File: src/rtl/vlt_pkg.sv
// Shared constants and request bundle for the VLT vbits scheduler.
// Requester indices, operand widths and the mod-5 wrap helper.
package vlt_pkg;

  localparam int NUM_REQ      = 5;
  localparam int REQ_IQ       = 0;
  localparam int REQ_ROB      = 1;
  localparam int REQ_LQ       = 2;
  localparam int REQ_SQ       = 3;
  localparam int REQ_INSTBUFF = 4;

  localparam int IDX_W   = 3;
  localparam int DUR_W   = 10;
  localparam int SHIFT_W = 4;
  localparam int PREV_W  = 12;
  localparam int VBITS_W = 18;
  localparam int SUM_W   = 25;

  localparam logic [VBITS_W-1:0] VBITS_MAX = 18'h3FFFF;

  typedef struct packed {
    logic [DUR_W-1:0]   dur;
    logic [SHIFT_W-1:0] shift1;
    logic               shift1_v;
    logic [SHIFT_W-1:0] shift2;
    logic               shift2_v;
    logic [PREV_W-1:0]  prev;
  } vlt_req_t;

  function automatic logic [IDX_W-1:0] wrap5(
    input logic [IDX_W:0] v
  );
    logic [IDX_W:0] t;
    t = (v >= 4'd5) ? v - 4'd5 : v;
    return t[IDX_W-1:0];
  endfunction

endpackage

File: src/rtl/rr_arb5.sv
// Five-way round-robin arbiter with a one-hot grant.
// The search starts at the pointer; the pointer moves past each winner.
module rr_arb5
  import vlt_pkg::*;
(
  input  logic               clk,
  input  logic               rst_n,
  input  logic [NUM_REQ-1:0] req,
  output logic [NUM_REQ-1:0] gnt,
  output logic [IDX_W-1:0]   gnt_id,
  output logic               gnt_v
);

  logic [IDX_W-1:0] ptr_q, ptr_d;
  logic [IDX_W-1:0] idx;

  always_comb begin
    gnt_id = '0;
    gnt_v  = 1'b0;
    idx    = '0;
    for (int k = 0; k < NUM_REQ; k++) begin
      idx = wrap5({1'b0, ptr_q} + 4'(k));
      if (!gnt_v && req[idx]) begin
        gnt_v  = 1'b1;
        gnt_id = idx;
      end
    end
    // no grant may leak out while reset is held
    if (!rst_n) gnt_v = 1'b0;
    gnt   = gnt_v ? (NUM_REQ'(1) << gnt_id) : '0;
    ptr_d = gnt_v ? wrap5({1'b0, gnt_id} + 4'd1) : ptr_q;
  end

  always_ff @(posedge clk or negedge rst_n) begin
    if (!rst_n) ptr_q <= '0;
    else        ptr_q <= ptr_d;
  end

endmodule

File: src/rtl/vlt_mul_sched.sv
// Shared shift-add vbits engine for IQ/ROB/LQ/SQ/InstBuff.
// Two-stage pipeline with saturating per-requester accumulators.
module vlt_mul_sched
  import vlt_pkg::*;
#(
  parameter int                 ACC_W          = 24,
  parameter int                 CNT_W          = 16,
  parameter logic [NUM_REQ-1:0] ZERO_PREV_MASK = 5'b10000
) (
  input  logic                       clock,
  input  logic                       reset,
  input  logic [NUM_REQ-1:0]         req_v,
  output logic [NUM_REQ-1:0]         req_rdy,
  input  logic [NUM_REQ*DUR_W-1:0]   req_dur,
  input  logic [NUM_REQ*SHIFT_W-1:0] req_shift1,
  input  logic [NUM_REQ-1:0]         req_shift1_v,
  input  logic [NUM_REQ*SHIFT_W-1:0] req_shift2,
  input  logic [NUM_REQ-1:0]         req_shift2_v,
  input  logic [NUM_REQ*PREV_W-1:0]  req_prev,
  input  logic                       acc_clear,
  output logic                       res_v,
  output logic [IDX_W-1:0]           res_id,
  output logic [VBITS_W-1:0]         res_vbits,
  output logic [NUM_REQ*ACC_W-1:0]   acc_total,
  output logic [NUM_REQ*CNT_W-1:0]   acc_count,
  output logic                       busy
);

  vlt_req_t         req_a [NUM_REQ];
  logic [IDX_W-1:0] gnt_id;
  logic             gnt_v;

  always_comb begin
    for (int i = 0; i < NUM_REQ; i++) begin
      req_a[i].dur      = req_dur[i*DUR_W +: DUR_W];
      req_a[i].shift1   = req_shift1[i*SHIFT_W +: SHIFT_W];
      req_a[i].shift1_v = req_shift1_v[i];
      req_a[i].shift2   = req_shift2[i*SHIFT_W +: SHIFT_W];
      req_a[i].shift2_v = req_shift2_v[i];
      req_a[i].prev     = req_prev[i*PREV_W +: PREV_W];
    end
  end

  rr_arb5 u_arb (
    .clk    (clock),
    .rst_n  (reset),
    .req    (req_v),
    .gnt    (req_rdy),
    .gnt_id (gnt_id),
    .gnt_v  (gnt_v)
  );

  vlt_req_t         s1_op_q, s1_op_d;
  logic             s1_v_q;
  logic [IDX_W-1:0] s1_id_q;

  always_comb begin
    s1_op_d = req_a[gnt_id];
    if (ZERO_PREV_MASK[gnt_id]) s1_op_d.prev = '0;
  end

  logic [SUM_W-1:0]   p1, p2, sum;
  logic [VBITS_W-1:0] vb_d;

  always_comb begin
    p1   = s1_op_q.shift1_v ? (SUM_W'(s1_op_q.dur) << s1_op_q.shift1) : '0;
    p2   = s1_op_q.shift2_v ? (SUM_W'(s1_op_q.dur) << s1_op_q.shift2) : '0;
    sum  = p1 + p2 + SUM_W'(s1_op_q.prev);
    vb_d = (sum > SUM_W'(VBITS_MAX)) ? VBITS_MAX : sum[VBITS_W-1:0];
  end

  logic               res_v_q;
  logic [IDX_W-1:0]   res_id_q;
  logic [VBITS_W-1:0] res_vb_q;

  always_ff @(posedge clock or negedge reset) begin
    if (!reset) begin
      s1_v_q   <= 1'b0;
      s1_id_q  <= '0;
      s1_op_q  <= '0;
      res_v_q  <= 1'b0;
      res_id_q <= '0;
      res_vb_q <= '0;
    end else begin
      s1_v_q   <= gnt_v;
      if (gnt_v) begin
        s1_id_q <= gnt_id;
        s1_op_q <= s1_op_d;
      end
      res_v_q  <= s1_v_q;
      res_id_q <= s1_v_q ? s1_id_q : '0;
      res_vb_q <= s1_v_q ? vb_d : '0;
    end
  end

  assign res_v     = res_v_q;
  assign res_id    = res_id_q;
  assign res_vbits = res_vb_q;
  assign busy      = s1_v_q | res_v_q;

  logic [ACC_W-1:0] acc_q [NUM_REQ];
  logic [ACC_W-1:0] acc_d [NUM_REQ];
  logic [CNT_W-1:0] cnt_q [NUM_REQ];
  logic [CNT_W-1:0] cnt_d [NUM_REQ];
  logic [ACC_W:0]   acc_s [NUM_REQ];

  always_comb begin
    for (int i = 0; i < NUM_REQ; i++) begin
      acc_s[i] = {1'b0, acc_q[i]} + (ACC_W+1)'(res_vb_q);
      acc_d[i] = acc_q[i];
      cnt_d[i] = cnt_q[i];
      if (acc_clear) begin
        acc_d[i] = '0;
        cnt_d[i] = '0;
      end else if (res_v_q && res_id_q == IDX_W'(i)) begin
        acc_d[i] = acc_s[i][ACC_W] ? '1 : acc_s[i][ACC_W-1:0];
        cnt_d[i] = (&cnt_q[i]) ? cnt_q[i] : cnt_q[i] + 1'b1;
      end
    end
  end

  always_ff @(posedge clock or negedge reset) begin
    if (!reset) begin
      for (int i = 0; i < NUM_REQ; i++) begin
        acc_q[i] <= '0;
        cnt_q[i] <= '0;
      end
    end else begin
      for (int i = 0; i < NUM_REQ; i++) begin
        acc_q[i] <= acc_d[i];
        cnt_q[i] <= cnt_d[i];
      end
    end
  end

  always_comb begin
    acc_total = '0;
    acc_count = '0;
    for (int i = 0; i < NUM_REQ; i++) begin
      acc_total[i*ACC_W +: ACC_W] = acc_q[i];
      acc_count[i*CNT_W +: CNT_W] = cnt_q[i];
    end
  end

endmodule

File: config.mk
export PLATFORM = sky130hd
export DESIGN_NAME = vlt_mul_sched
export DESIGN_NICKNAME = d
export VERILOG_FILES = /design/src/rtl/vlt_pkg.sv /design/src/rtl/rr_arb5.sv /design/src/rtl/vlt_mul_sched.sv
export SDC_FILE = /design/constraint.sdc
export NUM_CORES = 1
export LEC_CHECK = 0
export ABC_AREA = 0
export BUFFER_PORTS_ARGS = -buffer_cell sky130_fd_sc_hd__buf_2
export CAP_MARGIN = 0
export CORE_AREA = 2 2 213 215
export CTS_CLUSTER_DIAMETER = 40
export DETAILED_ROUTE_END_ITERATION = 16
export DIE_AREA = 0 0 215 217
export GPL_TIMING_DRIVEN = 0
export HOLD_SLACK_MARGIN = 0.06
export PLACE_DENSITY = 0.67
export SKIP_LAST_GASP = 1
export SYNTH_ARGS = -nofsm -noshare
export SYNTH_HDL_FRONTEND = slang
export SYNTH_SLANG_ARGS = --single-unit
File: constraint.sdc
create_clock -name clock -period 5.3 [get_ports clock]
set_input_delay 1.06 -clock clock [delete_from_list [all_inputs] [get_ports clock]]
set_output_delay 1.06 -clock clock [all_outputs]
set_load 0.02 [all_outputs]
==> impl_metrics.ini, run 1 <==
[logic_synthesis]
synth_cells = 2235
syn_area_per_cell_sq_um = 8.83
yosysUniqueCellTypes = 92
yosysWarnings = 0
synth-edff-count = 0
ys_seq_elements = 261
synth_ff_type = dfrtp_1
syn_nets = 2566
ys_async_sr_fraction = 1.00
yosys.area.top_type = dfrtp_1
syn_area_sq_um = 19700
synthTopCellsByArea = dfrtp_1 33%, ha_1 9.1%, mux2i_1 5.2%
ys_seq_area_frac = 0.331
synth_top_area_share = 0.331

[global_routing]
antenna_found_initial = 1
grt_max_degree = 97
overflow = 0
grt_pass1_vias = 18819
grtUsageTotal = 0.284
grt_pass1_wl_mm = 104

[routing]
num_vias = 19344
drt_iter0_markers = 1651
routed_wl_mm = 68.0
drc = 0
ant_nets = 0
post_drt_via_cell_ratio = 5.81
routedWlPerCell_um = 20.4
dr.pass1.iters = 6

[placement]
pre_cts_slack_ns = -0.479
place_hpwl_mm = 51.9
placed_cell_area_sq_um = 22500
portBuffers = 382
routabilityCongestion = 0.943

[final_layout]
nets = 3022
design_area_sq_um = 24400
fillers = 4130
layout_commonest_cell = buf_2
syn2layout_area_growth_pct = 23.8
final_cell_mix = 390 x buf_2, 259 x dfrtp_1, 230 x nor2_1, 153 x o21ai_0, 148 x a21oi_1
drive_gt1_frac = 0.214

[floorplan]
initial_utilization = 0.441
fp.coreArea_sq_um = 44700
dieArea_sq_um = 46700
die_y_um = 217
die_x_um = 215
ioPinCount = 396
std_cell_rows = 78

[timing]
max_slew.worst_pin.slew_ns = 1.02
fin_crit_ns = 5.18
report.final.hold_viol_count = 0
setup_slack_ns = 0.118
max_slew_margin = 0.317
holdWs_ns = 0.473
slew_violations = 0
setup_viol = 0
clock-skew-final_ns = 0.0168
finalCritPeriodShare = 0.978
fmax_ghz = 0.193

[hold_path]
hold-path-endpoint = res_v
hold_path.class = reg2reg
hp-start = s1_v_q
holdPathStages = 0

[clock_tree]
cts_max_level = 2
numCtsBuffers = 46
clock_path_buffers = 3
cts_root_buf = clkbuf_16
clkTransAtPathRegs_ns = 0.06
numClockSinks = 261
cts_tree = done
clk_latency_ns = 0.58

[power]
leakage_nw = 12.0
power_density_nw_per_um2 = 688
total_power_mw = 16.8
max-vdd-ir-drop_mv = 0.979

[setup_path]
arrival_ns = 4.12
critPathKind = reg2out
rr_startpoint = s1_op_q[18]
crit_path_end_kind = primary output
required_ns = 4.24
worst-path-max-fanout = 10
rrSetupSlack_ns = 0.27
regToRegEndpoint = res_vbits[14]
reg2regPathDepth = 19
crit_path_start_kind = register

[run]
drv_cap = 0

[status]
status = finished, final reports clean
-- metrics by stage --
step                cells  TNS [ns]  utilization
finish               3329         0        0.546
global route         3329   -0.0985        0.546
CTS                  3316         0        0.541
detailed placement   3219     -8.37        0.502
global placement     3217   -551.63        0.501
floorplan            2235         0            -
-- cells in the mapped netlist (all sizes together) (13+ instances only) --
master / count
o21ai: 167
o22ai: 45
a21o: 45
dfrtp: 261
nand2b: 28
clkbuf: 67
or3: 18
o221ai: 15
a21oi: 155
a31oi: 57
nand2: 134
a211oi: 23
o21a: 48
fa: 19
nand4: 28
and2: 14
a221o: 22
xnor2: 78
inv: 86
nand3: 50
mux2i: 102
o21bai: 13
and3: 27
xor2: 74
buf: 28
nor2: 231
ha: 144
nor3: 80
nor2b: 25
-- routing by layer --
metal | up-vias | wire length [um] | GRT usage
li1 | 9162 | - | -
met1 | 9186 | 26800 | 0.338
met3 | 175 | 4390 | 0.0433
met2 | 821 | 32900 | 0.494
met5 | - | 0 | 0
met4 | 0 | 3830 | 0.152
-- cell type report --
type,instances,area [sq um],area share
Tap cell,600,751,0.0307
Clock buffer,52,1190,0.0489
Timing Repair Buffer,410,2200,0.0901
Multi-Input combinational cell,1791,12600,0.515
Sequential cell,261,6530,0.268
Inverter,88,339,0.0139
Buffer,93,470,0.0193
Antenna cell,1,2.50,0.000102
Clock inverter,33,354,0.0145
-- how the worst max path moves through the flow --
stage                    from         end  slack, ns  cells past startpoint
2_1_floorplan  u_arb.ptr_q[1]  req_rdy[3]       0.28                     15
3_3_place_gp            reset  req_rdy[4]      -3.04                      6
3_5_place_dp   u_arb.ptr_q[1]  req_rdy[3]      -0.48                     16
4_1_cts        u_arb.ptr_q[0]  req_rdy[3]      0.003                     15
5_1_grt        u_arb.ptr_q[0]  req_rdy[3]      -0.05                     16
6_report       u_arb.ptr_q[0]  req_rdy[3]       0.12                     16
-- power breakdown --
group | leakage [nW] | switching (mW) | internal [mW] | total [mW]
sequential | 3.53 | 0.706 | 2.41 | 3.12
combinational | 7.75 | 6.03 | 4.69 | 10.7
clock | 0.738 | 1.16 | 1.81 | 2.97
-- critical path, stage by stage (launching register included) --
cell and delay [ns]:
dfrtp_1 0.40, buf_6 0.17, inv_6 0.10, ha_1 0.18
inv_1 0.07, fa_2 0.37, a21oi_4 0.26, xnor2_4 0.19
mux2i_2 0.29, mux2i_2 0.16, a211o_1 0.38, o211ai_4 0.25
buf_12 0.14, ha_2 0.18, ha_1 0.14, and2_1 0.13
buf_4 0.14
-- timing repair --
action | CTS | global route
buffers inserted | 13 | 12
pin swaps | 5 | 12
resized for setup | 21 | 29
setup endpoints to repair | 23 | 23
hold buffers | 0 | 0
cloned | 1 | 0
-- kinds of logic after synthesis --
kind of cell / synth area share
simple gates: 0.168
compound gates: 0.224
flops: 0.331
buf+inv: 0.0395
fa+ha+maj: 0.111
xor+xnor: 0.0675
mux: 0.0598
-- flip-flops by register name (all words and copies together), names as in the netlist --
signal and flops:
acc_count 80, acc_total 120, res_id 3, res_v 1, res_vbits 18, s1_id_q 3
s1_op_q 32, s1_v_q 1, u_arb.ptr_q 3
Power figures use the tool's default switching activity.
==> run 2: changes to the inputs <==
--- a/config.mk
+++ b/config.mk
@@ -9,6 +9,7 @@
 export BUFFER_PORTS_ARGS = -buffer_cell sky130_fd_sc_hd__buf_2
 export CAP_MARGIN = 0
 export CORE_AREA = 2 2 213 215
+export CTS_BUF_LIST = sky130_fd_sc_hd__clkbuf_4
 export CTS_CLUSTER_DIAMETER = 40
 export DETAILED_ROUTE_END_ITERATION = 16
 export DIE_AREA = 0 0 215 217
==> run 2 against run 1 <==
- routed wire length up 0.22%
- first-iteration DRC count up 1.3%
- final cell count up 1.6%
- via count up 0.77%
- clock skew up 0.011 ns
- critical endpoint unchanged
- largest cell class unchanged
==> impl_metrics.ini, run 2 (synthesis results as in run 1) <==
[status]
status = finished, final reports clean

[placement]
numPlacedInstances = 3219
portBuffers = 382
placed_cell_area_sq_um = 22500
place_hpwl_mm = 51.9
routabilityCongestion = 0.943

[timing]
setup_viol = 0
totalNegativeSetupSlack_ns = 0
holdWs_ns = 0.347
report.final.hold_viol_count = 0
slew_violations = 0
max_slew_margin = 0.302
finalCritPeriodShare = 0.989
max_slew.worst_pin.slew_ns = 1.04
fin_crit_ns = 5.24
clock-skew-final_ns = 0.0280
fmax_ghz = 0.191
rsz0062_at_grt = true

[setup_path]
worst-path-max-fanout = 10
critPathKind = reg2out
crit_path_end_kind = primary output
required_ns = 4.24
crit_path_start_kind = register
arrival_ns = 4.18

[power]
power_density_nw_per_um2 = 675
p_comb_frac = 0.694
clockPowerShare = 0.115
max-vdd-ir-drop_mv = 0.980
internal_power_mw = 8.41
switching_share = 0.482
power_frac_seq = 0.191
p_switching_mw = 7.84
leakage_nw = 11.9

[clock_tree]
clkTransAtPathRegs_ns = 0.06
clk_latency_ns = 0.76
numCtsBuffers = 73
numClockSinks = 261
cts_max_level = 3
ctsHoldBuffers = 0
clock_path_buffers = 3
cts_tree = done
cts_root_buf = clkbuf_4

[global_routing]
grt_max_degree = 97
overflow = 0
grtUsageTotal = 0.285
grt_pass1_vias = 19015
grt_pass1_wl_mm = 105
antenna_found_initial = 3

[floorplan]
dieArea_sq_um = 46700
fp.coreArea_sq_um = 44700
ioPinCount = 396
die_y_um = 217
std_cell_rows = 78
initial_utilization = 0.441
die_x_um = 215

[routing]
drt_iter0_markers = 1673
highest_layer = met4
routed_wl_mm = 68.1
ant_nets = 0
post_drt_via_cell_ratio = 5.76
drc = 0
num_vias = 19493
met2_length_mm = 33.0
met3WireLength_mm = 4.61
routedWlPerCell_um = 20.1
dr.pass1.iters = 5
wl_met1_mm = 27.0

[final_layout]
largest_reg_flops = 120
drive_gt1_frac = 0.233
design_area_sq_um = 24100
layout_commonest_cell = buf_2
final_cell_mix = 386 x buf_2, 259 x dfrtp_1, 230 x nor2_1, 153 x o21ai_0, 148 x a21oi_1
instances_no_fill = 3382
syn2layout_area_growth_pct = 22.1
postLayoutCoreUtil = 0.539
nets = 3062

[hold_path]
hold_path.class = in2async

[run]
drv_cap = 0
-- run 2: area by class of cell --
| cell class | count | area [sq um] |
|---|---|---|
| clock buffers | 108 | 811 |
| multi-input cells | 1791 | 12700 |
| flip-flops and latches | 261 | 6530 |
| inverters | 88 | 339 |
| repair buffers | 423 | 2330 |
| well taps | 600 | 751 |
| diodes | 5 | 12.5 |
| plain buffers | 93 | 474 |
| fillers | 4211 | 20600 |
| clock inverters | 13 | 85.1 |
-- run 2: worst paths after layout --
| kind | startpoint | end | slack [ns] | depth (start not counted) |
|---|---|---|---|---|
| max | u_arb.ptr_q[0] | req_rdy[3] | 0.06 | 16 |
| min | reset | acc_total[41] | 0.35 | 1 |
| max reg2reg | s1_op_q[13] | res_vbits[14] | 0.30 | 18 |
| min reg2reg | s1_v_q | res_v | 0.49 | 0 |
| max in group asynchronous | reset | s1_op_q[13] | 3.96 | 2 |
| min in group clock | s1_v_q | res_v | 0.49 | 0 |
-- run 2: stage by stage --
stage / setup slack, ns / total power [mW]
after global routing: -0.143 / 17.3
final: 0.0577 / 16.3
after global placement: -3.04 / 12.7
after CTS: 0.000842 / 15.5
after floorplan: 0.279 / 10.2
after detailed placement: -0.479 / 12.9
-- run 2: critical path, stage by stage, from the launching register on --
cell	delay, ns
dfrtp_1	0.40
buf_8	0.17
inv_6	0.11
ha_1	0.18
inv_1	0.07
fa_2	0.37
a21oi_4	0.20
xnor2_4	0.19
mux2i_1	0.33
mux2i_4	0.14
a211o_4	0.37
o211ai_4	0.24
buf_12	0.15
ha_4	0.15
ha_4	0.12
and2_4	0.13
buf_6	0.11
-- run 2: per-layer routing --
metal | vias to the layer above | track usage
met5 | - | 0
met4 | 0 | 0.145
met1 | 9229 | 0.342
li1 | 9262 | -
met2 | 832 | 0.491
met3 | 170 | 0.0542
-- run 2: power groups by stage --
stage | clock (mW) | combinational (mW) | sequential (mW)
3_5_place_dp | 0 | 9.72 | 3.13
2_1_floorplan | 0 | 7.15 | 3.04
6_report | 1.86 | 11.3 | 3.11
3_3_place_gp | 0 | 9.56 | 3.12
4_1_cts | 1.92 | 10.5 | 3.10
5_1_grt | 2.04 | 12.2 | 3.14
-- run 2: timing repair --
action                                  4_1_cts  5_1_grt
endpoints found under the setup margin       23       23
pin swaps                                    13       17
buffers inserted                             21       17
cloned                                        1        0
gates resized for setup                      44       46
